--- src/rtl/seq_stim_gen.sv ---
// -----------------------------------------------------------------------------
// seq_stim_gen
//   Driver for the enable/sequence checker. A start request in IDLE runs one
//   transaction through phases A -> C -> B -> D, each held PHASE_LEN cycles.
//   While the transaction runs, qualified din samples are accumulated into
//   data with saturation at DATA_MAX. When a transaction finishes, enable
//   ownership is handed over make-before-break: both enables are high for one
//   cycle, then only the new owner's enable is high.
//
// Ports
//   clk        in   clock, rising edge
//   reset      in   asynchronous active-high reset
//   start      in   transaction request, sampled only in IDLE
//   din        in   [DATA_W] sample to accumulate
//   din_valid  in   din qualifier (ignored in IDLE)
//   busy       out  FSM not IDLE
//   a/c/b/d    out  phase strobes, exactly one high while busy
//   done       out  one-cycle pulse on the last cycle of phase D
//   data       out  [DATA_W] saturating accumulator
//   sat        out  sticky clip flag for the current/last transaction
//   enable_1   out  owner-1 enable
//   enable_2   out  owner-2 enable
// -----------------------------------------------------------------------------
module seq_stim_gen #(
  parameter int unsigned DATA_W    = 8,
  parameter int unsigned DATA_MAX  = 200,
  parameter int unsigned PHASE_LEN = 1
) (
  input  logic              clk,
  input  logic              reset,
  input  logic              start,
  input  logic [DATA_W-1:0] din,
  input  logic              din_valid,
  output logic              busy,
  output logic              a,
  output logic              c,
  output logic              b,
  output logic              d,
  output logic              done,
  output logic [DATA_W-1:0] data,
  output logic              sat,
  output logic              enable_1,
  output logic              enable_2
);

  typedef enum logic [2:0] {
    IDLE,
    PH_A,
    PH_C,
    PH_B,
    PH_D
  } state_t;

  localparam logic [3:0]        LP_RELOAD = 4'(PHASE_LEN - 1);
  localparam logic [DATA_W:0]   LP_MAX_W  = (DATA_W + 1)'(DATA_MAX);
  localparam logic [DATA_W-1:0] LP_MAX    = DATA_W'(DATA_MAX);

  state_t            r_state;
  state_t            w_next_state;
  logic [3:0]        r_cnt;
  logic [3:0]        w_next_cnt;
  logic              w_last;

  logic              r_busy, r_a, r_c, r_b, r_d, r_done;
  logic              w_busy, w_a, w_c, w_b, w_d, w_done;

  logic [DATA_W-1:0] r_data;
  logic              r_sat;
  logic [DATA_W:0]   w_sum;
  logic              w_clip;
  logic              w_enter;
  logic              w_leave;

  logic              r_en1, r_en2;
  logic              r_owner;   // 0: owner-1 holds the enable, 1: owner-2
  logic              r_ho;      // both enables currently high, flip next edge

  // Phase counter holds remaining cycles in the current phase; 0 = last cycle.
  assign w_last  = (r_cnt == '0);
  assign w_enter = (r_state == IDLE) && start;
  assign w_leave = (r_state == PH_D) && w_last;

  // ---------------------------------------------------------------------------
  // State register (plus registered outputs)
  // ---------------------------------------------------------------------------
  always_ff @(posedge clk or posedge reset) begin
    if (reset) begin
      r_state <= IDLE;
      r_cnt   <= '0;
      r_busy  <= 1'b0;
      r_a     <= 1'b0;
      r_c     <= 1'b0;
      r_b     <= 1'b0;
      r_d     <= 1'b0;
      r_done  <= 1'b0;
    end else begin
      r_state <= w_next_state;
      r_cnt   <= w_next_cnt;
      r_busy  <= w_busy;
      r_a     <= w_a;
      r_c     <= w_c;
      r_b     <= w_b;
      r_d     <= w_d;
      r_done  <= w_done;
    end
  end

  // ---------------------------------------------------------------------------
  // Next-state logic
  // ---------------------------------------------------------------------------
  always_comb begin
    w_next_state = r_state;
    w_next_cnt   = r_cnt;
    case (r_state)
      IDLE: begin
        if (start) begin
          w_next_state = PH_A;
          w_next_cnt   = LP_RELOAD;
        end
      end
      PH_A: begin
        if (w_last) begin
          w_next_state = PH_C;
          w_next_cnt   = LP_RELOAD;
        end else begin
          w_next_cnt = r_cnt - 4'd1;
        end
      end
      PH_C: begin
        if (w_last) begin
          w_next_state = PH_B;
          w_next_cnt   = LP_RELOAD;
        end else begin
          w_next_cnt = r_cnt - 4'd1;
        end
      end
      PH_B: begin
        if (w_last) begin
          w_next_state = PH_D;
          w_next_cnt   = LP_RELOAD;
        end else begin
          w_next_cnt = r_cnt - 4'd1;
        end
      end
      PH_D: begin
        if (w_last) begin
          w_next_state = IDLE;
          w_next_cnt   = '0;
        end else begin
          w_next_cnt = r_cnt - 4'd1;
        end
      end
      default: begin
        w_next_state = IDLE;
        w_next_cnt   = '0;
      end
    endcase
  end

  // ---------------------------------------------------------------------------
  // Output logic: decoded from the next state so the registered strobes line
  // up with the state they describe.
  // ---------------------------------------------------------------------------
  always_comb begin
    w_busy = (w_next_state != IDLE);
    w_a    = (w_next_state == PH_A);
    w_c    = (w_next_state == PH_C);
    w_b    = (w_next_state == PH_B);
    w_d    = (w_next_state == PH_D);
    w_done = (w_next_state == PH_D) && (w_next_cnt == '0);
  end

  // ---------------------------------------------------------------------------
  // Saturating accumulator
  // ---------------------------------------------------------------------------
  assign w_sum  = {1'b0, r_data} + {1'b0, din};
  assign w_clip = (w_sum > LP_MAX_W);

  always_ff @(posedge clk or posedge reset) begin
    if (reset) begin
      r_data <= '0;
      r_sat  <= 1'b0;
    end else if (w_enter) begin
      r_data <= '0;
      r_sat  <= 1'b0;
    end else if ((r_state != IDLE) && din_valid) begin
      r_data <= w_clip ? LP_MAX : w_sum[DATA_W-1:0];
      if (w_clip) begin
        r_sat <= 1'b1;
      end
    end
  end

  // ---------------------------------------------------------------------------
  // Enable handover: overlap cycle right after done, then hand to new owner.
  // ---------------------------------------------------------------------------
  always_ff @(posedge clk or posedge reset) begin
    if (reset) begin
      r_en1   <= 1'b1;
      r_en2   <= 1'b0;
      r_owner <= 1'b0;
      r_ho    <= 1'b0;
    end else if (w_leave) begin
      r_en1 <= 1'b1;
      r_en2 <= 1'b1;
      r_ho  <= 1'b1;
    end else if (r_ho) begin
      r_owner <= ~r_owner;
      r_en1   <= r_owner;
      r_en2   <= ~r_owner;
      r_ho    <= 1'b0;
    end
  end

  assign busy     = r_busy;
  assign a        = r_a;
  assign c        = r_c;
  assign b        = r_b;
  assign d        = r_d;
  assign done     = r_done;
  assign data     = r_data;
  assign sat      = r_sat;
  assign enable_1 = r_en1;
  assign enable_2 = r_en2;

endmodule
--- config.mk ---
export PLATFORM = sky130hd
export DESIGN_NAME = seq_stim_gen
export DESIGN_NICKNAME = d
export VERILOG_FILES = /design/src/rtl/seq_stim_gen.sv
export SDC_FILE = /design/constraint.sdc
export NUM_CORES = 1
export LEC_CHECK = 0
export CAP_MARGIN = 20
export CORE_ASPECT_RATIO = 0.5
export CORE_UTILIZATION = 33
export CTS_BUF_LIST = sky130_fd_sc_hd__clkbuf_16
export DETAILED_ROUTE_END_ITERATION = 16
export HOLD_SLACK_MARGIN = 0.08
export PLACE_DENSITY = 0.58
export SLEW_MARGIN = 20
export SYNTH_ARGS = -nofsm -noshare
export SYNTH_HDL_FRONTEND = slang
export SYNTH_SLANG_ARGS = --single-unit
--- constraint.sdc ---
create_clock -name clk -period 2.3 [get_ports clk]
set_clock_uncertainty 0.05 [all_clocks]
set_input_delay 0.345 -clock clk [delete_from_list [all_inputs] [get_ports clk]]
set_output_delay 0.345 -clock clk [all_outputs]
set_load 0.005 [all_outputs]
==> Word-level counts from Yosys, hierarchy flattened <==
Index checks and enable logic that the tools add are counted.
{ "totals": {"wordCells": 62, "output_inout_bits": 17, "register_bits": 26, "in_bits": 12} }
{ "op_classes": {"n_mux": 20, "eq_ne": 8, "bitwise": 2, "magnitude_cmp": 1, "add_sub_neg": 2, "n_reduce_logical": 15} }
{ "op_table": {"columns": ["operator", "n"], "rows": [
  ["$mux W8", 3],
  ["$mux W3", 5],
  ["$pmux W3 S5", 1],
  ["$eq A3 B2 Y1 const B", 4],
  ["$add A8 B8 Y9", 1],
  ["$gt A9 B8 Y1 const B", 1],
  ["$logic_not A4 Y1", 2],
  ["$mux W1", 8],
  ["$mux W4", 2],
  ["$pmux W4 S2", 1],
  ["$eq A3 B1 Y1 const B", 2],
  ["$eq A3 B3 Y1 const B", 2],
  ["$reduce_bool A2 Y1", 3],
  ["$reduce_bool A3 Y1", 2],
  ["$logic_and A1 B1 Y1", 4],
  ["$reduce_and A2 Y1", 2],
  ["$reduce_or A4 Y1", 1],
  ["$sub A4 B1 Y4 const B", 1],
  ["$logic_not A3 Y1", 1],
  ["$not A1 Y1", 2]
]} }

==> Longest topological paths before layout <==
Gate-level depths: netlist of run 1.
{ "logic_depth": {"word_depth": 5, "mapped_depth": 8, "mapped_depth_nobuf": 8} }

==> Worst setup path after synthesis of run 1 <==
No wires, ideal clock.
{ "synth_timing": {"kind": "reg2reg", "from": "register r_data[0] (netlist: data[0])", "to": "register r_data[5] (netlist: data[5])", "path_stages_with_launch": 8, "slack_ns": -0.090, "arrival_ns": 2.258, "path_buffers": 0, "period_less_slack_ns": 2.390, "path_cell_list": "dfrtp_1 > ha_1 > fa_1 > a21o_1 > a221oi_2 > o21ai_1 > or4_1 > o21ai_0"} }
{ "synth_between": {"elab_chain_cells": 5} }
{ "synth_rtl": {"columns": ["item", "line_no", "source"], "rows": [
  ["start: declaration", "67", "logic [DATA_W-1:0] r_data;"],
  ["start signal: assignment", "187", "r_data <= w_clip ? LP_MAX : w_sum[DATA_W-1:0];"],
  ["$add A8 B8 Y9 *", "176", "assign w_sum = {1'b0, r_data} + {1'b0, din};"],
  ["$gt A9 B8 Y1", "177", "assign w_clip = (w_sum > LP_MAX_W);"],
  ["$mux W8 *", "187", null],
  ["$mux W8 *", "186", "end else if ((r_state != IDLE) && din_valid) begin"],
  ["$mux W8 *", "183", "end else if (w_enter) begin"]
]} }
Mark *: on every way between the ends. The rest lies on a longest branch, timed or not. The select of a mux whose other input is x is not followed.
A chain may end at the register's enable or synchronous reset.

==> Final worst setup path of run 1 <==
{ "layout_timing": {"from": "register r_data[0] (netlist: data[0])", "to": "register r_data[1] (netlist: data[1])"} }
Same word-level chain as after synthesis.

==> results of run 1 <==
flip-flops by register name, summed over array words and instances (netlist names):
| name | flops |
|---|---|
| busy | 1 |
| enable_2 | 1 |
| enable_1 | 1 |
| c | 1 |
| r_ho | 1 |
| done | 1 |
| r_cnt | 4 |
| sat | 1 |
| r_state | 3 |
| r_owner | 1 |
| b | 1 |
| data | 8 |
| d | 1 |
| a | 1 |
critical path: stages, from the launching register on:
cell and delay, ns:
dfrtp_1 0.38, ha_2 0.18, fa_2 0.34, a21o_1 0.20, a221oi_4 0.30, xor2_2 0.20
a21oi_2 0.08, a211oi_2 0.31, a22o_1 0.17
what timing repair did:
action                                  CTS  global route
resized for setup                         4             7
pin swaps                                 7            10
setup buffers                             2             4
endpoints found under the setup margin    8             8
power by group:
group | leakage, uW | internal [uW] | switching (uW)
Clock | 0.0000423 | 232 | 143
Sequential | 0.000329 | 637 | 135
Combinational | 0.000613 | 895 | 745
worst max path at each step:
| stage | slack, ns | startpoint | cells after the start | to |
|---|---|---|---|---|
| 6_report | 0.03 | data[0]$_DFFE_PP0P_ | 8 | data[1]$_DFFE_PP0P_ |
| 5_1_grt | -0.10 | data[0]$_DFFE_PP0P_ | 8 | data[1]$_DFFE_PP0P_ |
| 4_1_cts | -0.11 | data[0]$_DFFE_PP0P_ | 8 | data[1]$_DFFE_PP0P_ |
| 3_5_place_dp | -0.48 | din[0] | 9 | data[1]$_DFFE_PP0P_ |
| 3_3_place_gp | -0.44 | din[0] | 9 | data[1]$_DFFE_PP0P_ |
| 2_1_floorplan | 0.02 | data[0]$_DFFE_PP0P_ | 7 | data[5]$_DFFE_PP0P_ |
cell families (layout without fill, tap and decap cells):
logic type      count (synthesis)  count (layout)  synth area share, %
compound gates                 42              42                 21.1
buf+inv                         8              63                 2.10
flops                          26              26                 45.7
fa+ha+maj                       9               9                 8.41
xor+xnor                        6               6                 3.68
mux                             1               1                0.701
simple gates                   50              50                 18.3
cell type report:
cell class	count	area share, %
clock inverters	1	0.180
inverters	8	1.44
repair buffers	51	21.8
clock buffers	3	3.60
multi-input cells	108	38.5
flip-flops and latches	26	31.3
well taps	54	3.24
metrics by stage:
stage / hold slack, ns / util [%] / TNS, ns / std cells
after CTS: 0.420 / 50.1 / -0.544 / 248
after global routing: 0.458 / 51.8 / -0.490 / 251
after global placement: 0.413 / 47.6 / -3.15 / 242
after detailed placement: 0.413 / 47.6 / -3.48 / 242
after floorplan: 0.334 / - / 0 / 142
final: 0.395 / 51.8 / 0 / 251
metal layers:
layer / global-route usage, % / vias to the layer above
li1: - / 625
met5: 0 / -
met2: 21.8 / 16
met4: 2.27 / 0
met3: 3.77 / 2
met1: 21.1 / 560
cell usage after synthesis (2+ instances only):
library cell,n
a22o_1,4
nand2_1,16
ha_1,8
xnor2_1,3
nand3_1,4
o21a_1,2
dfrtp_1,25
nand2b_1,4
a21oi_1,10
a21o_1,4
a211oi_1,2
or4_1,2
o21ai_0,7
xor2_1,3
nor2_1,11
inv_1,8
nor3_1,4
==> run_results.csv, run 1 <==
group,metric,value,unit
final_layout,fillers,368,
final_layout,nets,219,
detailed_routing,wl_met3,79,um
clock_network,cts.sinks,26,
job,cap_violations,0,
power_and_ir_drop,vdd_ir_drop_max,653,uV
global_routing,grt_max_degree,17,
place,dpl-instance-area,1920,um2
yosys,synth-edff-count,0,
place,place_congestion,0.740,
global_routing,grt_overflow,0,
detailed_routing,drt_iter0_drc,60,
yosys,yosysWarnings,0,
clock_network,cts_tree,"yes",
worst_setup_path,worstPathArrival,2.42,ns
yosys,synth-main-ff-cell,"dfrtp_1",
die,die_area,4610,um2
worst_setup_path,worstPathRequired,2.44,ns
sta,hold_violations,0,
final_layout,drive_above_1_share,23.4,%
clock_network,clk_pin_slew,0.06,ns
final_layout,seq_area,652,um2
yosys,synth_top_area_cell,"dfrtp_1",
clock_network,cts_buffers,3,
worst_setup_path,startpoint_type,"flop",
detailed_routing,via_per_inst,4.79,
place,io_buffers,28,
final_layout,antenna_cells,0,
sta,setup_viol,0,
sta,max_freq,440,MHz
final_layout,design_area,2080,um2
detailed_routing,wl,3060,um
sta,rsz0062_at_grt,"true",
final_layout,multi_input_area,802,um2
worst_setup_path,r2r_end,"data[1]$_DFFE_PP0P_",
power_and_ir_drop,p_per_area,1340,nW/um2
power_and_ir_drop,cellLeakagePower,0.000985,uW
worst_setup_path,reg2reg_depth,8,
worst_setup_path,end_kind,"flop",
yosys,synthTopCellsByArea,"dfrtp_1, ha_1, nand2_1, a21oi_1, nor2_1",
die,start_util,35.5,%
worst_setup_path,rrSetupSlack,0.03,ns
detailed_routing,routedWlPerCell,12.2,um
detailed_routing,first_pass_iters,4,
global_routing,grt_pass1_wl,5240,um
clock_network,clock-root-buffer,"clkbuf_16",
detailed_routing,wl_met2,1330,um
yosys,synth_nets,163,
hold_path,min_path_type,"in -> async",
yosys,synth_top_cell_area_share,43.8,%
final_layout,final_common_cell,"clkdlybuf4s50_1",
yosys,netlist_area,1430,um2
sta,tightest_slew,0.580,ns
final_layout,mostFrequentLayoutCells,"clkdlybuf4s50_1, dfrtp_1, buf_4, nand2_1, nor2_1",
global_routing,grt_pass1_vias,1167,
clock_network,htreeDepth,1,
sta,setup_ws,0.0279,ns
sta,period_minus_slack,2.27,ns
global_routing,track_usage,14.5,%
die,die_w,95.0,um
power_and_ir_drop,finalPower,2790,uW
yosys,avgSynthCellArea,10.1,um2
yosys,async_flop_share,100,%
outcome,outcome,"finished clean",
clock_network,clk_latency,0.25,ns
yosys,synthCells,142,
worst_setup_path,path_max_fanout,4,
clock_network,hold_buffers,0,
detailed_routing,drc_errors,0,
detailed_routing,dr_total_vias,1203,
die,die_h,48.5,um
die,rows,16,
sta,slew_viol_final,0,
detailed_routing,met1Wirelength,1630,um
yosys,ys_seq_area_share,45.7,%
yosys,ys_seq_elements,26,
yosys,yosysUniqueCellTypes,42,
place,dp_hpwl,2390,um
clock_network,clockBufferDepth,2,
global_routing,antenna_found_initial,0,
detailed_routing,top_layer,"met4",
sta,fin_crit_sh,98.8,%
die,core_region_area,4020,um2
worst_setup_path,reg2reg_from,"data[0]$_DFFE_PP0P_",
sta,slew_headroom,61.3,%
place,dp_slack,-0.478,ns
die,ios,29,
detailed_routing,ant_nets,0,
final_layout,area_delta_synth_final,46.0,%
worst_setup_path,worstSetupPathType,"reg -> reg",
Power figures use the tool's default switching activity.
==> run 2: changes to the inputs <==
--- a/config.mk
+++ b/config.mk
@@ -6,13 +6,12 @@
 export NUM_CORES = 1
 export LEC_CHECK = 0
 export CAP_MARGIN = 20
-export CORE_ASPECT_RATIO = 0.5
+export CORE_ASPECT_RATIO = 1.2
 export CORE_UTILIZATION = 33
 export CTS_BUF_LIST = sky130_fd_sc_hd__clkbuf_16
 export DETAILED_ROUTE_END_ITERATION = 16
 export HOLD_SLACK_MARGIN = 0.08
 export PLACE_DENSITY = 0.58
-export SLEW_MARGIN = 20
 export SYNTH_ARGS = -nofsm -noshare
 export SYNTH_HDL_FRONTEND = slang
 export SYNTH_SLANG_ARGS = --single-unit
==> run_results.csv, run 2 (synthesis gave the netlist of run 1 again) <==
group,metric,value,unit
outcome,outcome,"finished with violations",
outcome,violations,"setup timing",
detailed_routing,dr_total_vias,1274,
worst_setup_path,cpPeakStageDelay,0.39,ns
clock_network,cts_tree,"yes",
worst_setup_path,startpoint_type,"flop",
global_routing,track_usage,16.1,%
final_layout,area_delta_synth_final,50.2,%
worst_setup_path,worstPathArrival,2.49,ns
global_routing,grt_max_degree,27,
power_and_ir_drop,p_sw_share,37.3,%
power_and_ir_drop,pwr-share-clk,12.8,%
die,die_w,62.0,um
final_layout,fillers,374,
power_and_ir_drop,vdd_ir_drop_max,613,uV
die,rows,25,
worst_setup_path,worstSetupPathType,"reg -> reg",
final_layout,nets,221,
sta,max_freq,426,MHz
sta,period_minus_slack,2.35,ns
sta,slew_viol_final,0,
detailed_routing,drc_errors,0,
hold_path,min_path_type,"in -> async",
worst_setup_path,crit_chain,"ha_2, fa_2, a21o_1, a221oi_4, xor2_2, a21oi_2, a211oi_2, a22o_1",
sta,timing.hold.ws,0.385,ns
clock_network,clk_pin_slew,0.06,ns
die,ios,29,
die,core_region_area,4040,um2
detailed_routing,wl,3490,um
clock_network,clockBufferDepth,2,
global_routing,grt_pass1_wl,5570,um
final_layout,utilization,53.1,%
place,io_buffers,28,
power_and_ir_drop,cellLeakagePower,0.000997,uW
clock_network,clock-root-buffer,"clkbuf_16",
global_routing,use_met3,2.09,%
final_layout,mostFrequentLayoutCells,"dfrtp_1, clkdlybuf4s50_1, buf_4, nand2_1, nor2_1",
detailed_routing,routedWlPerCell,13.8,um
sta,setup_ws,-0.0491,ns
sta,rsz0062_at_grt,"true",
sta,setup_viol,3,
global_routing,grtUsageMet2,29.2,%
global_routing,grt_pass1_vias,1271,
place,dp_hpwl,2700,um
place,place_congestion,0.855,
job,cap_violations,0,
clock_network,htreeDepth,1,
detailed_routing,first_pass_iters,4,
final_layout,drive_above_1_share,27.1,%
clock_network,cts.sinks,26,
power_and_ir_drop,p_switching,1100,uW
detailed_routing,via_per_inst,5.04,
sta,fin_crit_sh,102,%
final_layout,antenna_cells,0,
sta,tightest_slew,0.324,ns
clock_network,clk_latency,0.25,ns
sta,slew_headroom,78.4,%
worst_setup_path,end_kind,"flop",
power_and_ir_drop,p_per_area,1370,nW/um2
global_routing,top_usage_layer,"met2",
power_and_ir_drop,finalPower,2940,uW
die,die_area,4590,um2
clock_network,cts_buffers,3,
detailed_routing,ant_nets,0,
power_and_ir_drop,power.share.sequential,26.2,%
die,die_h,74.1,um
power_and_ir_drop,combPwrFrac,61.0,%
final_layout,largest_reg_flops,8,
global_routing,use_met1,20.0,%
power_and_ir_drop,power.internal,1840,uW
sta,hold_violations,0,
global_routing,antenna_found_initial,0,
worst_setup_path,reg2reg_depth,8,
die,start_util,35.4,%
detailed_routing,drt_iter0_drc,94,
worst_setup_path,worstPathRequired,2.44,ns
global_routing,grt_overflow,0,
worst_setup_path,cp_slowest_cell,"dfrtp_1",
worst_setup_path,path_max_fanout,3,
run 2: worst paths after layout:
kind / slack, ns / to / startpoint
worst max-delay path: -0.05 / data[2]$_DFFE_PP0P_ / data[0]$_DFFE_PP0P_
worst min-delay path: 0.39 / data[2]$_DFFE_PP0P_ / reset
min in group clk: 0.43 / r_owner$_DFFE_PP0P_ / r_owner$_DFFE_PP0P_
max in group asynchronous: 1.52 / enable_1$_DFFE_PP1P_ / reset
worst max register to register: -0.05 / data[2]$_DFFE_PP0P_ / data[0]$_DFFE_PP0P_
worst min register to register: 0.43 / r_owner$_DFFE_PP0P_ / r_owner$_DFFE_PP0P_
run 2: power by group through the flow:
stage          logic (uW)  registers, uW  clock network, uW
3_3_place_gp         1570            770                  0
4_1_cts              1680            765                392
5_1_grt              1980            790                405
6_report             1790            768                377
3_5_place_dp         1610            772                  0
2_1_floorplan         850            766                  0
run 2: layout make-up:
class | instances | area, um2 | area share [%]
Timing Repair Buffer | 53 | 468 | 21.8
Inverter | 8 | 30.0 | 1.40
Clock inverter | 1 | 3.75 | 0.175
Multi-Input combinational cell | 108 | 848 | 39.6
Clock buffer | 3 | 75.1 | 3.50
Sequential cell | 26 | 652 | 30.4
Tap cell | 54 | 67.6 | 3.15
run 2: routing by layer:
layer	vias to the layer above	part of all wire (%)
met1	614	41
met4	0	0.37
met2	34	54
li1	624	-
met5	-	0
met3	2	4.3
run 2: what timing repair did:
| action | 4_1_cts | 5_1_grt |
|---|---|---|
| gates resized for setup | 8 | 12 |
| pin swaps | 9 | 9 |
| buffers inserted | 3 | 1 |
| hold buffers | 0 | 0 |
| setup endpoints to repair | 8 | 9 |
run 2: worst max-delay path: cells and delay by family, from the launching register on:
kind	cells	cell delay [ns]
AO/OA/AOI/OAI	5	1.08
XOR/XNOR	1	0.22
adder cells (fa/ha/maj)	2	0.54
flip-flops	1	0.39
run 2: per-stage QoR:
| step | instance area (um2) | TNS, ns | std cells | setup slack, ns |
|---|---|---|---|---|
| 2_1_floorplan | 1430 | 0 | 142 | 0.0173 |
| 3_3_place_gp | 1950 | -2.99 | 247 | -0.411 |
| 3_5_place_dp | 1950 | -3.81 | 247 | -0.530 |
| 4_1_cts | 2070 | -0.185 | 253 | -0.0730 |
| 5_1_grt | 2140 | -0.623 | 253 | -0.156 |
| 6_report | 2140 | -0.118 | 253 | -0.0491 |
==> run 3: changes to the inputs <==
--- a/config.mk
+++ b/config.mk
@@ -7,11 +7,11 @@
 export LEC_CHECK = 0
 export CAP_MARGIN = 20
 export CORE_ASPECT_RATIO = 1.2
-export CORE_UTILIZATION = 33
+export CORE_UTILIZATION = 40
 export CTS_BUF_LIST = sky130_fd_sc_hd__clkbuf_16
 export DETAILED_ROUTE_END_ITERATION = 16
 export HOLD_SLACK_MARGIN = 0.08
-export PLACE_DENSITY = 0.58
+export PLACE_DENSITY = 0.66
 export SYNTH_ARGS = -nofsm -noshare
 export SYNTH_HDL_FRONTEND = slang
 export SYNTH_SLANG_ARGS = --single-unit
==> constraint.sdc (replaced) <==
create_clock -name clk -period 2.7 [get_ports clk]
set_clock_uncertainty 0.05 [all_clocks]
set_input_delay 0.405 -clock clk [delete_from_list [all_inputs] [get_ports clk]]
set_output_delay 0.405 -clock clk [all_outputs]
set_load 0.005 [all_outputs]
==> run_results.csv, run 3 (synthesis gave the netlist of run 1 again) <==
group,metric,value,unit
clock_network,cts_buffers,3,
sta,fin_crit_sh,96.2,%
global_routing,antenna_found_initial,0,
sta,max_freq,385,MHz
sta,slew_headroom,57.7,%
final_layout,antenna_cells,0,
clock_network,clockBufferDepth,2,
die,start_util,42.4,%
global_routing,grt_max_degree,27,
outcome,outcome,"finished clean",
detailed_routing,dr_total_vias,1228,
sta,tightest_slew,0.634,ns
final_layout,mostFrequentLayoutCells,"clkdlybuf4s50_1, dfrtp_1, nand2_1, nor2_1, buf_4",
power_and_ir_drop,p_switching,839,uW
sta,hold_violations,0,
detailed_routing,drc_errors,0,
global_routing,use_met1,20.7,%
worst_setup_path,end_kind,"flop",
clock_network,cts.sinks,26,
clock_network,clk_latency,0.25,ns
place,io_buffers,28,
worst_setup_path,path_max_fanout,4,
power_and_ir_drop,vdd_ir_drop_max,858,uV
job,cap_violations,0,
detailed_routing,first_pass_iters,4,
global_routing,top_usage_layer,"met2",
die,die_area,3810,um2
hold_path,min_path_type,"reg -> reg",
worst_setup_path,worstPathRequired,2.79,ns
sta,setup_viol,0,
power_and_ir_drop,power.internal,1490,uW
power_and_ir_drop,power.share.sequential,28.2,%
power_and_ir_drop,p_per_area,1200,nW/um2
power_and_ir_drop,cellLeakagePower,0.000912,uW
sta,finalSetupTns,0,ns
sta,period_minus_slack,2.60,ns
worst_setup_path,worstPathArrival,2.69,ns
place,dp_hpwl,2430,um
final_layout,nets,207,
final_layout,area_delta_synth_final,36.5,%
clock_network,hold_buffers,0,
clock_network,clock-root-buffer,"clkbuf_16",
sta,rsz0062_at_grt,"false",
worst_setup_path,critPathBufInv,1,
die,rows,23,
final_layout,fillers,326,
final_layout,largest_reg_flops,8,
die,ios,29,
clock_network,htreeDepth,1,
worst_setup_path,cp_slowest_cell,"clkdlybuf4s50_1",
final_layout,final_common_cell,"clkdlybuf4s50_1",
place,place_congestion,0.820,
sta,timing.hold.ws,0.434,ns
worst_setup_path,cpPeakStageDelay,0.40,ns
global_routing,grtUsageMet2,34.6,%
final_layout,utilization,57.9,%
die,die_h,67.4,um
die,die_w,56.5,um
final_layout,drive_above_1_share,14.6,%
power_and_ir_drop,combPwrFrac,53.9,%
global_routing,grt_pass1_wl,5350,um
detailed_routing,routedWlPerCell,14.2,um
detailed_routing,ant_nets,0,
global_routing,grt_pass1_vias,1263,
global_routing,use_met3,2.30,%
power_and_ir_drop,p_sw_share,35.9,%
worst_setup_path,startpoint_type,"input pin",
final_layout,fin_cells,222,
final_layout,multi_input_area,752,um2
power_and_ir_drop,pwr-share-clk,17.8,%
worst_setup_path,critPathTopFamily,"compound AO/OA/AOI/OAI gates",
detailed_routing,via_per_inst,5.53,
detailed_routing,drt_iter0_drc,45,
worst_setup_path,worstSetupPathType,"in -> reg",
clock_network,clk_pin_slew,0.06,ns
global_routing,grt_overflow,0,
sta,slew_viol_final,0,
clock_network,cts_tree,"yes",
global_routing,track_usage,17.7,%
detailed_routing,wl,3160,um
worst_setup_path,crit_chain,"clkdlybuf4s50_1, ha_1, fa_1, a21o_1, a221oi_2, xor2_1, a21oi_1, a211oi_2, a22o_1",
die,core_region_area,3370,um2
final_layout,seq_area,652,um2
place,place_inst,217,
==> run 3: power by group through the flow <==
| stage | Clock, uW | Sequential [uW] | Combinational, uW |
|---|---|---|---|
| 2_1_floorplan | 0 | 652 | 717 |
| 3_3_place_gp | 0 | 657 | 1180 |
| 3_5_place_dp | 0 | 665 | 1220 |
| 4_1_cts | 424 | 661 | 1240 |
| 5_1_grt | 433 | 687 | 1400 |
| 6_report | 416 | 659 | 1260 |
==> run 3: path summary, 6_finish.rpt <==
| check | startpoint | end | slack [ns] | cells after the start |
|---|---|---|---|---|
| setup / recovery | din[0] | data[2]$_DFFE_PP0P_ | 0.10 | 9 |
| hold / removal | r_owner$_DFFE_PP0P_ | r_owner$_DFFE_PP0P_ | 0.43 | 1 |
| max in group asynchronous | reset | enable_1$_DFFE_PP1P_ | 1.85 | 3 |
| hold reg to reg | r_owner$_DFFE_PP0P_ | r_owner$_DFFE_PP0P_ | 0.43 | 1 |
| min in group asynchronous | reset | data[0]$_DFFE_PP0P_ | 0.46 | 3 |
| setup reg to reg | data[0]$_DFFE_PP0P_ | data[2]$_DFFE_PP0P_ | 0.27 | 8 |
==> run 3: routing by layer <==
metal / up-vias / wire [um]
met4: 0 / 15
met1: 597 / 1290
met3: 2 / 129
met2: 30 / 1720
li1: 599 / -
met5: - / 0
==> run 3: per-stage QoR <==
step                      instance area, um2  setup slack, ns  total power, uW
final                                   1950            0.102             2330
after detailed placement                1830           -0.190             1880
after global routing                    1950          0.00236             2520
after global placement                  1830           -0.118             1830
after floorplan                         1430            0.294             1370
after CTS                               1930           0.0426             2320
==> run 3: area by class of cell <==
type,instances,share of cell area [%]
flip-flops and latches,26,33.5
clock inverters,1,1.54
inverters,8,1.54
well taps,37,2.38
multi-input cells,108,38.6
clock buffers,3,3.85
repair buffers,39,18.6
==> run 3: repair_timing <==
item | in CTS | in global routing
endpoints found under the setup margin | 0 | 5
resized for setup | 0 | 2
setup buffers | 0 | 1
==> run 3: worst reg2reg max path: cells and delay by family (launching register included) <==
kind	cells	cell delay, ns
AOI/OAI and AO/OA	5	1.15
xor gates and xnor gates	1	0.13
adders and majority gates	2	0.60
DFF	1	0.40
==> variant (flow settings as in run 3) <==
Encoding of `state_t`: now Gray code (3 bits for 5 states).
--- a/src/rtl/seq_stim_gen.sv
+++ b/src/rtl/seq_stim_gen.sv
@@ -44,11 +44,11 @@
 );
 
   typedef enum logic [2:0] {
-    IDLE,
-    PH_A,
-    PH_C,
-    PH_B,
-    PH_D
+    IDLE = 3'b000,
+    PH_A = 3'b001,
+    PH_C = 3'b011,
+    PH_B = 3'b010,
+    PH_D = 3'b110
   } state_t;
 
   localparam logic [3:0]        LP_RELOAD = 4'(PHASE_LEN - 1);
Formal check against the unedited RTL: no difference found for any inputs over 10 cycles, from zero or initial values and one cycle with reset high; not proved beyond that.
==> variant against run 3 <==
  * Setup slack worse by 65 ps
  * Combinational power is 11% lower
  * Largest power group unchanged
  * Power is 6.0% lower
  * Wire length is 6.4% lower
  * Non-clock buffer count is 3 lower
  * Sequential cell count stayed put
  * Global-route usage is 1.6 points lower
  * First-iteration DRC count is 60% higher
  * Synthesized area is 0.96% lower
  * Design area is 1.2% lower
==> variant: results <==
status:
  outcome: "finished clean"
global_routing:
  grt_use_total_pct: 16.2
  grt.met2_usage_pct: 31.1
  grt_util_met3_pct: 1.94
  grt_pass1_wl_mm: 4.77
sta:
  relSlewSlack_pct: 55.7
  holdWs_ps: 426
setup_path:
  timing.rr.end: "data[1]$_DFFE_PP0P_"
  r2r_slack_ps: 190
yosys:
  synthTopCellsByArea: "dfrtp_1, ha_1, nand2_1"
  synth-seq-area-share_pct: 46.1
  synth_commonest_cells: "dfrtp_1, nand2_1, o21ai_0"
drt:
  routed_via_density: 5.72
  routed_wl_mm: 2.95
  vias: 1230
  drtIter0Drc: 72
placement:
  hpwl_mm: 2.26
  placed_cell_area_um2: 1790
  dp_cells: 210
  gp_congestion: 0.781
power:
  p_sw_share_pct: 35.7
  p_leak_nw: 0.862
  peakVddDrop_uv: 623
cells_and_area:
  fillCellCount: 288
  drive_above_1_share_pct: 13.5
[variant: worst max path at each step]
stage | from | endpoint | slack, ps
3_3_place_gp | din[0] | data[0]$_DFFE_PP0P_ | -140
2_1_floorplan | din[0] | data[5]$_DFFE_PP0P_ | 330
3_5_place_dp | din[0] | data[2]$_DFFE_PP0P_ | -230
6_report | din[0] | data[1]$_DFFE_PP0P_ | 40
5_1_grt | din[0] | data[5]$_DFFE_PP0P_ | -10
4_1_cts | din[0] | data[1]$_DFFE_PP0P_ | 40
[variant: final cells by class]
type | count | area, µm² | area share, %
clock buffers | 3 | 75.1 | 3.90
multi-input cells | 108 | 766 | 39.8
well taps | 37 | 46.3 | 2.41
inverters | 4 | 15.0 | 0.780
clock inverters | 1 | 30.0 | 1.56
repair buffers | 36 | 340 | 17.7
flip-flops and latches | 26 | 652 | 33.9
[variant: cell families after synthesis]
group,synth area share [%]
XOR/XNOR,3.72
buffers and inverters,1.06
AO/OA/AOI/OAI,20.0
adder cells (fa/ha/maj),8.50
multiplexers,0.708
flip-flops,46.1
AND/OR/NAND/NOR,19.9
[variant: power groups by stage]
stage                     clock, mW  combinational, mW  sequential (mW)
after global routing          0.439               1.24            0.674
after CTS                     0.425               1.08            0.653
after detailed placement          0               1.07            0.656
after floorplan                   0              0.641            0.648
after global placement            0               1.03            0.654
final                         0.417               1.12            0.654
[variant: per-layer routing]
metal	wire (µm)	up-vias
met3	107	4
met2	1600	44
met1	1200	595
met5	0	-
li1	-	587
met4	47	0
[variant: worst reg2reg max path: stages, from the launching register on]
cell and delay [ps]:
dfrtp_1 400, ha_1 220, fa_1 400, a21o_1 230, a21oi_1 190, xor2_1 210, o221ai_1 210, a211oi_2 360
a22o_1 170
